### src/rtl/mips_defs_pkg.sv
// Shared definitions for the MEM stage: memory op codes, access sizes, bus FSM states.
package mips_defs_pkg;

  typedef enum logic [3:0] {
    MEM_NONE = 4'd0,
    MEM_LB   = 4'd1,
    MEM_LBU  = 4'd2,
    MEM_LH   = 4'd3,
    MEM_LHU  = 4'd4,
    MEM_LW   = 4'd5,
    MEM_SB   = 4'd6,
    MEM_SH   = 4'd7,
    MEM_SW   = 4'd8
  } mem_op_t;

  typedef enum logic [1:0] {
    SIZE_B = 2'd0,
    SIZE_H = 2'd1,
    SIZE_W = 2'd2
  } mem_size_t;

  typedef enum logic [1:0] {
    IDLE = 2'd0,
    ADDR = 2'd1,
    DATA = 2'd2,
    DONE = 2'd3
  } mem_state_t;

  function automatic mem_size_t op_size(input mem_op_t op);
    case (op)
      MEM_LB, MEM_LBU, MEM_SB: op_size = SIZE_B;
      MEM_LH, MEM_LHU, MEM_SH: op_size = SIZE_H;
      default:                 op_size = SIZE_W;
    endcase
  endfunction

  function automatic logic op_is_store(input mem_op_t op);
    op_is_store = (op == MEM_SB) || (op == MEM_SH) || (op == MEM_SW);
  endfunction

  function automatic logic op_is_load(input mem_op_t op);
    op_is_load = (op == MEM_LB) || (op == MEM_LBU) || (op == MEM_LH) ||
                 (op == MEM_LHU) || (op == MEM_LW);
  endfunction

  function automatic logic op_misaligned(input mem_op_t op, input logic [1:0] lo);
    case (op_size(op))
      SIZE_H:  op_misaligned = (op != MEM_NONE) && lo[0];
      SIZE_W:  op_misaligned = (op != MEM_NONE) && (lo != 2'b00);
      default: op_misaligned = 1'b0;
    endcase
  endfunction

endpackage

### src/rtl/mem_stage_if.sv
// SRAM-like two-phase data bus between the MEM stage (master) and the data memory (slave).
interface mem_stage_if #(parameter int ADDR_W = 32);
  logic              data_req;
  logic              data_wr;
  logic [1:0]        data_size;
  logic [ADDR_W-1:0] data_addr;
  logic [31:0]       data_wdata;
  logic              data_addr_ok;
  logic              data_data_ok;
  logic [31:0]       data_rdata;

  modport master (
    output data_req, data_wr, data_size, data_addr, data_wdata,
    input  data_addr_ok, data_data_ok, data_rdata
  );

  modport slave (
    input  data_req, data_wr, data_size, data_addr, data_wdata,
    output data_addr_ok, data_data_ok, data_rdata
  );
endinterface

### src/rtl/mem_stage_lsu_align.sv
// Store lane replication and little-endian load byte/half select with sign/zero extension.
module lsu_align
  import mips_defs_pkg::*;
(
  input  mem_op_t     op,
  input  logic [1:0]  addr_lo,
  input  logic [31:0] sdata,
  input  logic [31:0] rdata,
  output logic [31:0] wdata,
  output logic [31:0] ldata
);

  logic [7:0]  rbyte;
  logic [15:0] rhalf;

  always_comb begin
    case (op_size(op))
      SIZE_B:  wdata = {4{sdata[7:0]}};
      SIZE_H:  wdata = {2{sdata[15:0]}};
      default: wdata = sdata;
    endcase
  end

  always_comb begin
    case (addr_lo)
      2'd0:    rbyte = rdata[7:0];
      2'd1:    rbyte = rdata[15:8];
      2'd2:    rbyte = rdata[23:16];
      default: rbyte = rdata[31:24];
    endcase
    rhalf = addr_lo[1] ? rdata[31:16] : rdata[15:0];
  end

  always_comb begin
    case (op)
      MEM_LB:  ldata = {{24{rbyte[7]}}, rbyte};
      MEM_LBU: ldata = {24'd0, rbyte};
      MEM_LH:  ldata = {{16{rhalf[15]}}, rhalf};
      MEM_LHU: ldata = {16'd0, rhalf};
      default: ldata = rdata;
    endcase
  end

endmodule

### src/rtl/mem_stage.sv
// MIPS MEM stage: drives the two-phase data bus, stalls until completion, forwards to MEM/WB.
// Optional MEM_ALIGN_CHECK_EN adds exc_adel/exc_ades and suppresses misaligned accesses.
module mem_stage
  import mips_defs_pkg::*;
#(
  parameter int ADDR_W = 32,
  parameter int WD_W   = 5
) (
  input  logic              clk,
  input  logic              rst,
  input  logic [5:0]        stall,
  input  logic [WD_W-1:0]   mem_wd,
  input  logic [31:0]       mem_wdata,
  input  logic              mem_wreg,
  input  logic              mem_whilo,
  input  logic [31:0]       mem_hi,
  input  logic [31:0]       mem_lo,
  input  mem_op_t           mem_op,
  input  logic [ADDR_W-1:0] mem_addr,
  input  logic [31:0]       mem_sdata,
  mem_stage_if.master       bus,
  output logic [WD_W-1:0]   wb_wd,
  output logic              wb_wreg,
  output logic [31:0]       wb_wdata,
  output logic              wb_whilo,
  output logic [31:0]       wb_hi,
  output logic [31:0]       wb_lo,
  output logic              stallreq_mem
`ifdef MEM_ALIGN_CHECK_EN
  ,
  output logic              exc_adel,
  output logic              exc_ades
`endif
);

  mem_state_t  state_q, state_d;
  mem_size_t   size;
  logic        is_mem, is_load, misalign, go, complete, req;
  logic [1:0]  addr_lo;
  logic [31:0] ld_q, ldata, st_wdata;
  logic        unused_stall;

  assign unused_stall = &{1'b0, stall[5], stall[3:0]};

  assign is_mem  = (mem_op != MEM_NONE);
  assign is_load = op_is_load(mem_op);
  assign size    = op_size(mem_op);

`ifdef MEM_ALIGN_CHECK_EN
  assign misalign = op_misaligned(mem_op, mem_addr[1:0]);
  assign exc_adel = is_load & misalign;
  assign exc_ades = op_is_store(mem_op) & misalign;
`else
  assign misalign = 1'b0;
`endif

  // Gating with rst keeps req/stall low for the whole reset window, not just after the edge.
  assign go       = is_mem & ~misalign & ~rst;
  assign complete = (state_q == DATA) & bus.data_data_ok;

  always_ff @(posedge clk or posedge rst) begin
    if (rst) begin
      state_q <= IDLE;
      ld_q    <= '0;
    end else begin
      state_q <= state_d;
      if (complete && stall[4]) ld_q <= ldata;
    end
  end

  always_comb begin
    state_d = state_q;
    req     = 1'b0;
    unique case (state_q)
      IDLE: if (go) begin
        req     = 1'b1;
        state_d = bus.data_addr_ok ? DATA : ADDR;
      end
      ADDR: begin
        req = 1'b1;
        if (bus.data_addr_ok) state_d = DATA;
      end
      DATA: if (bus.data_data_ok) state_d = stall[4] ? DONE : IDLE;
      DONE: if (!stall[4]) state_d = IDLE;
      default: state_d = IDLE;
    endcase
  end

  always_comb begin
    case (size)
      SIZE_B:  addr_lo = mem_addr[1:0];
      SIZE_H:  addr_lo = {mem_addr[1], 1'b0};
      default: addr_lo = 2'b00;
    endcase
  end

  lsu_align u_align (
    .op      (mem_op),
    .addr_lo (mem_addr[1:0]),
    .sdata   (mem_sdata),
    .rdata   (bus.data_rdata),
    .wdata   (st_wdata),
    .ldata   (ldata)
  );

  assign bus.data_req   = req;
  assign bus.data_wr    = op_is_store(mem_op);
  assign bus.data_size  = size;
  assign bus.data_addr  = {mem_addr[ADDR_W-1:2], addr_lo};
  assign bus.data_wdata = st_wdata;

  assign stallreq_mem = go & (state_q != DONE) & ~complete;

  always_comb begin
    if (complete && is_load)  wb_wdata = ldata;
    else if (state_q == DONE) wb_wdata = ld_q;
    else                      wb_wdata = mem_wdata;
  end

  assign wb_wd    = mem_wd;
  assign wb_wreg  = mem_wreg & ~stallreq_mem & ~misalign;
  assign wb_whilo = mem_whilo;
  assign wb_hi    = mem_hi;
  assign wb_lo    = mem_lo;

endmodule

### src/flat_wrapper.sv
// flat-port wrapper written by rule: the top's interface ports become plain ports
module mem_stage_flat import mips_defs_pkg::*;
#(
  parameter int ADDR_W = 32,
  parameter int WD_W   = 5
)
  (clk, rst, stall, mem_wd, mem_wdata, mem_wreg, mem_whilo, mem_hi, mem_lo, mem_op, mem_addr, mem_sdata, wb_wd, wb_wreg, wb_wdata, wb_whilo, wb_hi, wb_lo, stallreq_mem, bus_data_req, bus_data_wr, bus_data_size, bus_data_addr, bus_data_wdata, bus_data_addr_ok, bus_data_data_ok, bus_data_rdata);
  mem_stage_if #(.ADDR_W(ADDR_W)) bus_i ();
  input  logic clk;
  input  logic rst;
  input  logic [5:0] stall;
  input  logic [WD_W-1:0] mem_wd;
  input  logic [31:0] mem_wdata;
  input  logic mem_wreg;
  input  logic mem_whilo;
  input  logic [31:0] mem_hi;
  input  logic [31:0] mem_lo;
  input  mem_op_t mem_op;
  input  logic [ADDR_W-1:0] mem_addr;
  input  logic [31:0] mem_sdata;
  output logic [WD_W-1:0] wb_wd;
  output logic wb_wreg;
  output logic [31:0] wb_wdata;
  output logic wb_whilo;
  output logic [31:0] wb_hi;
  output logic [31:0] wb_lo;
  output logic stallreq_mem;
  output wire logic [$bits(bus_i.data_req)-1:0] bus_data_req;
  output wire logic [$bits(bus_i.data_wr)-1:0] bus_data_wr;
  output wire logic [$bits(bus_i.data_size)-1:0] bus_data_size;
  output wire logic [$bits(bus_i.data_addr)-1:0] bus_data_addr;
  output wire logic [$bits(bus_i.data_wdata)-1:0] bus_data_wdata;
  input wire logic [$bits(bus_i.data_addr_ok)-1:0] bus_data_addr_ok;
  input wire logic [$bits(bus_i.data_data_ok)-1:0] bus_data_data_ok;
  input wire logic [$bits(bus_i.data_rdata)-1:0] bus_data_rdata;
  assign bus_data_req = bus_i.data_req;
  assign bus_data_wr = bus_i.data_wr;
  assign bus_data_size = bus_i.data_size;
  assign bus_data_addr = bus_i.data_addr;
  assign bus_data_wdata = bus_i.data_wdata;
  assign bus_i.data_addr_ok = bus_data_addr_ok;
  assign bus_i.data_data_ok = bus_data_data_ok;
  assign bus_i.data_rdata = bus_data_rdata;
  mem_stage #(.ADDR_W(ADDR_W), .WD_W(WD_W)) u_core (.clk(clk), .rst(rst), .stall(stall), .mem_wd(mem_wd), .mem_wdata(mem_wdata), .mem_wreg(mem_wreg), .mem_whilo(mem_whilo), .mem_hi(mem_hi), .mem_lo(mem_lo), .mem_op(mem_op), .mem_addr(mem_addr), .mem_sdata(mem_sdata), .bus(bus_i), .wb_wd(wb_wd), .wb_wreg(wb_wreg), .wb_wdata(wb_wdata), .wb_whilo(wb_whilo), .wb_hi(wb_hi), .wb_lo(wb_lo), .stallreq_mem(stallreq_mem));
endmodule
### config.mk
export PLATFORM = sky130hd
export DESIGN_NAME = mem_stage_flat
export DESIGN_NICKNAME = d
export VERILOG_FILES = /design/src/rtl/mips_defs_pkg.sv /design/src/rtl/mem_stage_if.sv /design/src/rtl/mem_stage_lsu_align.sv /design/src/rtl/mem_stage.sv /design/src/flat_wrapper.sv
export SDC_FILE = /design/constraint.sdc
export NUM_CORES = 1
export LEC_CHECK = 0
export CORE_AREA = 4 4 148 150
export CTS_BUF_LIST = sky130_fd_sc_hd__clkbuf_16
export DETAILED_ROUTE_END_ITERATION = 6
export DIE_AREA = 0 0 152 154
export GPL_ROUTABILITY_DRIVEN = 0
export MAX_ROUTING_LAYER = met4
export PLACE_DENSITY = 0.7
export SYNTH_ARGS = -nofsm -noshare
export SYNTH_HDL_FRONTEND = slang
export SYNTH_HIERARCHICAL = 1
export SYNTH_SLANG_ARGS = --single-unit
### constraint.sdc
create_clock -name clk -period 3.2 [get_ports clk]
set_input_delay 0.64 -clock clk [delete_from_list [all_inputs] [get_ports clk]]
set_output_delay 0.64 -clock clk [all_outputs]
set_load 0.02 [all_outputs]
==> reports/results.ini <==
[status]
status=finished, final reports clean

[die]
rows=53
boundaryPins=385
core_region_area_um2=20690
die_height_um=154
start_util_pct=21.44
die-area_um2=23410
die_w_um=152

[setup_path]
cp.arrival_ps=2490
reg2reg_slack_ps=1590
cp.required_ps=2560
worst-setup-path-type=input pin to primary output
start_kind=input pin
critPathMaxFanout=7
rr_endpoint=u_core/ld_q[2]$_DFFE_PP0P_
cp-end-kind=primary output
path_delay_family=buffers and inverters
crit_slowest_cell=and4bb_2
crit_path_max_incr_delay_ps=350
r2r-start=u_core/state_q[1]$_DFFE_PP0P_
crit_buf_inv=3
reg2regPathDepth=4
crit_chain=clkdlybuf4s15_1 > and4bb_2 > buf_4 > o211ai_1 > o311ai_2 > mux2_4 > dlygate4sd2_1

[yosys]
ys_async_sr_fraction_pct=100.0
synth_edf_count=0
synth_seq_cells=34
syn-mean-instance-area_um2=10.18
synth_area_leaders=dfrtp_1 19%, buf_4 19%, mux2_2 19%
syn_inst=436
yosysTopAreaCell=dfrtp_1
synth_flop_cell=dfrtp_1
yosys_warnings=6
synth_cell_types=47
yosysTopAreaCellShare_pct=19.18
synth_seq_area_share_pct=19.18
synth_area_um2=4437
syn_nets=649

[cts]
clkLatencyLatePin_ps=290
hold_buffers=0
clockBufferDepth=2
cts_buffers=5
cts_max_level=2
cts_tree=done
cts_num_sinks=34
root_buffer=clkbuf_16
clk_pin_slew_ps=60

[timing]
rsz0062_at_grt=false
worstMarginPinSlew_ps=453.4
clock-skew-final_ps=6.495
finalHoldViolCount=0
period_needed_ps=3134
setup_viol=0
post-route-period-util_pct=97.94
timing.slew.headroom_pct=69.77
hold_slack_ps=499.7
max_freq_ghz=0.3191
finalWorstSetupSlack_ps=65.81
fin_setup_tns_ps=0
final_max_slew_viol_count=0

[place]
place_ws_ps=-668.4
dpl.hpwl_um=12870
placedInstanceArea_um2=6197
port_buffers=179

[grt]
grt_max_degree=35
grt_pass1_vias=3902
grt_overflow=0
grt.total_usage_pct=13.84
grt_pass1_wl_um=24250
antenna_found_initial=1

[drt]
ant_nets=0
vias_per_cell=4.434
drtIter0Drc=144
wl_per_cell_um=19.66
wl_um=16670
drcViolationCount=0
dr.pass1.iters=4
vias=3760

[cells_and_area]
seq_area_um2=850.8
final_common_cell=clkdlybuf4s50_1
finish.instance_area_um2=6469
nets=784
final_cell_mix=120 x clkdlybuf4s50_1, 79 x buf_4, 73 x mux2_2
syn_to_final_growth_pct=45.80
multiInputGateArea_um2=2591
nFillCells=2144
drive_gt1_share_pct=45.98

[power_and_ir_drop]
finalPower_mw=3.052
power.density_nw_per_um2=471.8
p_leak_nw=2.933
peakVddDrop_uv=261.1

[flow_run]
maxCapViolations=0

[worst_hold_path]
worstHoldEndpoint=u_core/ld_q[8]$_DFFE_PP0P_
whs_path_depth=1
hold_class=flop to flop
hp-start=u_core/ld_q[8]$_DFFE_PP0P_

[routing by layer]
layer  GRT usage (%)  wire (um)  vias to the layer above  part of all wire (%)
li1                -          -                     1756                     -
met2           22.06       7911                      159                    47
met5               -          0                        -                     0
met1           16.79       7128                     1788                    43
met3           4.165       1161                       57                   7.0
met4           4.538        471                        0                   2.8
[stage by stage]
stage / utilization (%) / instances
2_1_floorplan: - / 436
3_3_place_gp: 29.95 / 825
3_5_place_dp: 29.95 / 825
4_1_cts: 31.37 / 847
5_1_grt: 31.27 / 848
6_report: 31.27 / 848
[sequential cells by signal, summed over array words and instances (netlist names)]
register        flops
u_core/ld_q        32
u_core/state_q      2
[worst register-to-register path, delay by kind of cell, from the launching register on]
kind / cells / cell delay, ps
buffers and inverters: 2 / 570
multiplexers: 1 / 420
flip-flops: 1 / 400
AND/OR/NAND/NOR: 1 / 100
[what timing repair did]
action	in CTS	in global routing
pin swaps	6	1
endpoints found under the hold margin	0	0
setup buffers	11	0
resized for setup	176	26
endpoints found under the setup margin	60	19
gates cloned	3	0
[cell families after synthesis]
family | after synthesis | synth area share, %
buffers and inverters | 159 | 23.97
muxes | 128 | 37.22
AOI/OAI and AO/OA | 72 | 13.37
and+or+nand+nor | 40 | 5.668
DFF | 34 | 19.18
xor gates and xnor gates | 3 | 0.5923
[where the power goes]
part,internal [mW],switching [mW]
logic,1.00,0.744
registers,0.638,0.101
clock network,0.367,0.199
[cells in the mapped netlist, types with 3 or more instances]
cell      count
mux2_4       30
dfrtp_1      34
nor2_1        6
a211oi_1      8
a21o_1       16
o211ai_1      9
o21ai_0       3
nand2_1       6
nand3_1       8
buf_4       111
a21oi_1       3
mux4_2        6
buf_6         5
mux2_2       73
clkbuf_1      9
buf_1         3
o311ai_1      7
xor2_1        3
a221o_1      16
inv_1        21
mux2_1       17
buf_2        10
[worst max-delay path by stage]
stage	endpoint	cells after the start	start
final	wb_wdata[4]	7	mem_op[1]
after detailed placement	wb_wdata[9]	6	mem_addr[1]
after global routing	wb_wdata[1]	7	mem_addr[1]
after floorplan	wb_wdata[16]	6	mem_addr[1]
after CTS	bus_data_wdata[10]	7	mem_op[1]
after global placement	wb_wdata[9]	6	mem_addr[1]
[area by class of cell]
type | instances | area share, %
Antenna cell | 1 | 0.03868
Timing Repair Buffer | 265 | 37.58
Clock inverter | 3 | 0.6963
Sequential cell | 34 | 13.15
Inverter | 21 | 1.219
Tap cell | 275 | 5.319
Clock buffer | 5 | 1.934
Multi-Input combinational cell | 244 | 40.06
No activity file was read; power rests on OpenSTA's default activity.
